## config.mk

```make
export PLATFORM = sky130hd
export DESIGN_NAME = shift_reg_n
export DESIGN_NICKNAME = d
export VERILOG_FILES = /design/src/rtl/shift_reg_n.sv
export SDC_FILE = /design/constraint.sdc
export NUM_CORES = 1
export LEC_CHECK = 0
export BUFFER_PORTS_ARGS = -buffer_cell sky130_fd_sc_hd__buf_2
export CORE_MARGIN = 3
export CORE_UTILIZATION = 47
export DETAILED_ROUTE_END_ITERATION = 10
export MAX_ROUTING_LAYER = met4
export PLACE_DENSITY = 0.77
export SYNTH_ARGS = -nofsm -noshare
export SYNTH_HDL_FRONTEND = slang
export SYNTH_SLANG_ARGS = --single-unit
```

## constraint.sdc

```tcl
create_clock -name clk -period 1.28 [get_ports clk]
set_input_delay 0.064 -clock clk [delete_from_list [all_inputs] [get_ports clk]]
set_output_delay 0.064 -clock clk [all_outputs]
set_load 0.005 [all_outputs]
```

## src/rtl/shift_reg_n.sv

```systemverilog
// shift_reg_n: WIDTH-bit universal shift register with hold, load, shift and rotate modes.
// Optional serial burst (parallel load, then shift out LSB first) when SHIFT_REG_BURST_EN is defined.
module shift_reg_n #(
    parameter int WIDTH = 8
) (
    input  logic             clk,
    input  logic             reset,
    input  logic             SI,
    input  logic [WIDTH-1:0] D,
    input  logic [2:0]       M,
    output logic [WIDTH-1:0] Q,
    output logic             SO,
    output logic             busy,
    output logic             done
);

    typedef enum logic [2:0] {
        MODE_HOLD  = 3'b000,
        MODE_LOAD  = 3'b001,
        MODE_ROL   = 3'b010,
        MODE_SHR   = 3'b011,
        MODE_SHL   = 3'b100,
        MODE_ROR   = 3'b101,
        MODE_ASR   = 3'b110,
        MODE_BURST = 3'b111
    } mode_t;

    logic [WIDTH-1:0] r_q;
    logic [WIDTH-1:0] w_idle_q;
    mode_t            w_mode;

    assign w_mode = mode_t'(M);

    // Next register value for an idle edge; burst start falls back to hold here.
    always_comb begin
        w_idle_q = r_q;
        unique case (w_mode)
            MODE_HOLD:  w_idle_q = r_q;
            MODE_LOAD:  w_idle_q = D;
            MODE_ROL:   w_idle_q = {r_q[WIDTH-2:0], r_q[WIDTH-1]};
            MODE_SHR:   w_idle_q = {SI, r_q[WIDTH-1:1]};
            MODE_SHL:   w_idle_q = {r_q[WIDTH-2:0], SI};
            MODE_ROR:   w_idle_q = {r_q[0], r_q[WIDTH-1:1]};
            MODE_ASR:   w_idle_q = {r_q[WIDTH-1], r_q[WIDTH-1:1]};
            MODE_BURST: w_idle_q = r_q;
        endcase
    end

`ifdef SHIFT_REG_BURST_EN

    localparam int            CW   = (WIDTH > 1) ? $clog2(WIDTH) : 1;
    localparam logic [CW-1:0] LAST = CW'(WIDTH - 1);

    logic [CW-1:0] r_cnt;
    logic          r_busy;
    logic          r_done;
    logic          w_last;

    assign w_last = (r_cnt == LAST);

    // Register update: burst shifting takes priority over mode decode while busy.
    always_ff @(posedge clk) begin
        if (reset) begin
            r_q    <= '0;
            r_cnt  <= '0;
            r_busy <= 1'b0;
            r_done <= 1'b0;
        end else if (r_busy) begin
            r_q    <= {SI, r_q[WIDTH-1:1]};
            r_done <= w_last;
            if (w_last) begin
                r_busy <= 1'b0;
            end else begin
                r_cnt <= r_cnt + CW'(1);
            end
        end else if (w_mode == MODE_BURST) begin
            r_q    <= D;
            r_cnt  <= '0;
            r_busy <= 1'b1;
            r_done <= 1'b0;
        end else begin
            r_q    <= w_idle_q;
            r_done <= 1'b0;
        end
    end

    assign busy = r_busy;
    assign done = r_done;

`else

    // Register update: plain mode decode, burst code behaves as hold.
    always_ff @(posedge clk) begin
        if (reset) begin
            r_q <= '0;
        end else begin
            r_q <= w_idle_q;
        end
    end

    assign busy = 1'b0;
    assign done = 1'b0;

`endif

    assign Q  = r_q;
    assign SO = r_q[0];

endmodule

```

-- After elaboration in Yosys (flattened, before gate mapping)
Cells that the tools add are included.
- ROM bits: 0
- bits in writable memories: 0
- memories: 0
- bits in registers: 8
- logic and storage cells: 15
- bits in latches: 0
- input bits: 14
- output and inout port bits: 11
- muxes and demuxes: 1
- divide/modulo/power cells: 0
- eq/ne operators: 7
- add/sub/neg operators: 0
- reductions and logical operators: 3
- shift operators: 0
- bitwise gates (word level): 2
- $lt $le $gt $ge: 0
- multiply operators: 0
- operator list (cell ; count):
    8-bit case mux with 6 select lines ; 1
    3-bit == test, second input constant ; 4
    3-bit by 2-bit == test with 1-bit output, second input constant ; 2
    3-bit by 1-bit == test with 1-bit output, second input constant ; 1
    3-bit logical NOT ; 1
    1-bit inverter ; 2
    2-bit AND reduction ; 1
    2-bit OR reduction ; 1

-- Longest topological paths before layout
- depth after elaboration: 4
- gate-level depth with buffers: 5
- gate-level depth less buffers: 3

-- Worst setup path before layout
OpenSTA, ideal clock, no wires.
- kind: flip-flop to flip-flop
- start point: register r_q[1] (netlist: Q[1])
- end point: register r_q[0] (netlist: Q[0])
- cell stages (with the launch flop): 4
- required time: 1.161 ns
- data arrival time: 1.036 ns
- buffers on the path: 0
- clock period less this slack: 1.155 ns
- setup slack: 0.125 ns
- library setup time: 0.119 ns
- cells stage by stage: dfxtp_1 -> maj3_2 -> a22o_1 -> o221a_1
- cells in the longest elaborated chain, start to end: 1
- ends and longest elaborated chain (item ; line ; RTL):
    start, declared ; 28 ; logic [WIDTH-1:0] r_q;
    start signal, assigned ; 97 ; r_q <= w_idle_q;
    8-bit case mux with 6 select lines ; 37 ; unique case (w_mode)
Every way passes these cells.
A chain may end at the register's enable or synchronous reset.

-- Worst setup path in the final report
Ends and elaborated chain as after synthesis.

==> metrics.txt <==
Pwr Total 0.000729 W; clock input transition at the sequential cells of the worst setup and hold paths ~0.06 ns; WL/cell 14.1 µm; Max Root-Sink Buffers 2; fraction of layout cells with a size suffix above 1 0.411; worst-skew pair later-pin latency between 0.2 and 0.3 ns; Post-DP HPWL roughly 1.0 mm; fin. max-slew vios 0; Finished Layout Cells about 100; Pleak 0.371 nW; initial DRC count 6; Ys Warns 0; Final setup violation count 0; final-report hold violation count 0; kind of critical path reg2reg; die height ~43 µm; crit path to Q[0]; peak supply drop 526 µV; maximum fanout along the worst path 5; fin crit period 1.19 ns; hold path startpoint reset; reg2reg setup slack approximately 0.093 ns; r2r startpoint Q[1]; Initial Utilization 0.546; post-synth top area share 0.244; worst hold margin about 0.093 ns; fmax about 0.84 GHz; H-tree levels 1; clk sinks 8; synthesized area per cell about 9.6 µm²; Max Clock Skew 0.0125 ns; Root Driver clkbuf_4; Vias 587; Vias/cell 5.64; ant diodes 0; Synth area leaders dfxtp_1 24%, mux2i_1 11%, and4bb_2 9.5%; GR Util All Layers 0.174; ys async rst share 0; number of CTS-inserted buffers 3; Worst Setup SP Q[1]; initial antenna violation count 0; post-synth top area cell dfxtp_1; first-pass GRT wire length 2.38 mm; Die Area 1880 µm²; Main synth FF type dfxtp_1; Worst Path Required 1.45 ns; run status finished, final reports clean; RSZ-0062 raised after global routing no; most common cell in the synthesized netlist dfxtp_1; DRC Markers 0; crit share post-route 0.927; Critical Path Source Type register; ANT nets after route 0; routed wire length between 1 and 1.5 mm; Pwr per Cell Area 943 nW/µm²; max reg flops 8; # rows 12; Syn-to-layout area delta 17.9%; I/O Buffers 22; dpl cells ~100; Post-synth top cells 8 x dfxtp_1, 7 x mux2i_1, 6 x a21oi_1; setup_tns 0 ns; Max-Cap Viols 0; post_cts resized 0; postcts setup bufs 0; Ports 25; CORE AREA 1200 µm²; post-synthesis sequential element count 8; Distinct cells, synth 28; largest net degree at the start of global routing 18; die width 43.4 µm; total gr overflow 0; vias in the first global route 558; Post-Syn Area 656 µm²; Worst Path Arrival 1.36 ns; Post-CTS Hold Buffers 0; drt first pass iters 3; final weighted congestion in routability-driven placement between 0.7 and 0.8; NumNets Final 106; TritonCTS clock tree yes; R2R depth 3; critical path capture point type register; RR Endpoint Q[0]; sequential share of the synthesized area 0.244; Post-synth EDFFs 0; Worst Hold Class in2reg; Mapped Cells around 70
==> cells in the final DEF (no fill, tap or decap), types with 2 or more instances in the layout <==
cell and count:
dfxtp_1 8, o211a_1 2, nand2b_1 3, mux2i_1 7, inv_1 3, and4bb_2 5
buf_4 4, nor2_1 2, o2111a_1 5, or2b_1 2, buf_2 22, a21oi_1 6
nor3b_1 3, clkbuf_4 3, conb_1 2
==> critical path, cell delays in order (launching register included) <==
cell and delay (ns):
dfxtp_1 0.34, maj3_2 0.31, a22o_1 0.18, o221a_1 0.24
==> where the power goes <==
part	leakage, nW	total, W	switching (W)	internal (W)
clock network	0.0138	0.000211	0.000103	0.000108
logic	0.291	0.000210	0.0000948	0.000116
registers	0.0664	0.000308	0.0000313	0.000277
total	0.371	0.000729	0.000229	0.000501
==> worst min path at each step <==
stage                      end  slack, ns  depth (start not counted)
after detailed placement  Q[5]       0.37                          3
after CTS                 Q[7]       0.09                          3
after floorplan           Q[5]       0.24                          2
after global placement    Q[5]       0.37                          3
final                     Q[7]       0.09                          3
after global routing      Q[7]       0.11                          3
==> cells by family (layout without fill, tap and decap cells) <==
kind of cell / count (synthesis) / count (layout) / synth area share
buffers and inverters: 11 / 32 / 0.118
AOI/OAI and AO/OA: 20 / 20 / 0.246
adders and majority gates: 1 / 1 / 0.0172
other: 1 / 2 / 0.00572
and+or+nand+nor: 19 / 19 / 0.248
muxes: 7 / 7 / 0.107
xor gates and xnor gates: 1 / 1 / 0.0134
DFF: 8 / 8 / 0.244
==> per-layer routing <==
| layer | global-route usage | up-vias | share of wire |
|---|---|---|---|
| li1 | - | 301 | - |
| met1 | 0.193 | 266 | 0.45 |
| met2 | 0.277 | 18 | 0.47 |
| met3 | 0.0622 | 2 | 0.069 |
| met4 | 0.0783 | 0 | 0.014 |
| met5 | - | - | 0 |
==> area by class of cell <==
| class | instances | area [µm²] |
|---|---|---|
| clock buffers | 3 | 22.5 |
| fillers | 102 | 428 |
| inverters | 3 | 11.3 |
| multi-input cells | 50 | 422 |
| repair buffers | 26 | 140 |
| flip-flops and latches | 8 | 160 |
| well taps | 14 | 17.5 |
==> stage by stage <==
step / cell area [µm²] / utilization / setup slack (ns)
4_1_cts: 773 / 0.644 / 0.0942
2_1_floorplan: 659 / - / 0.125
5_1_grt: 773 / 0.644 / 0.0357
3_3_place_gp: 751 / 0.625 / 0.134
3_5_place_dp: 751 / 0.625 / 0.106
6_report: 773 / 0.644 / 0.0933
Note: power is estimated with default switching activity, not from simulation.
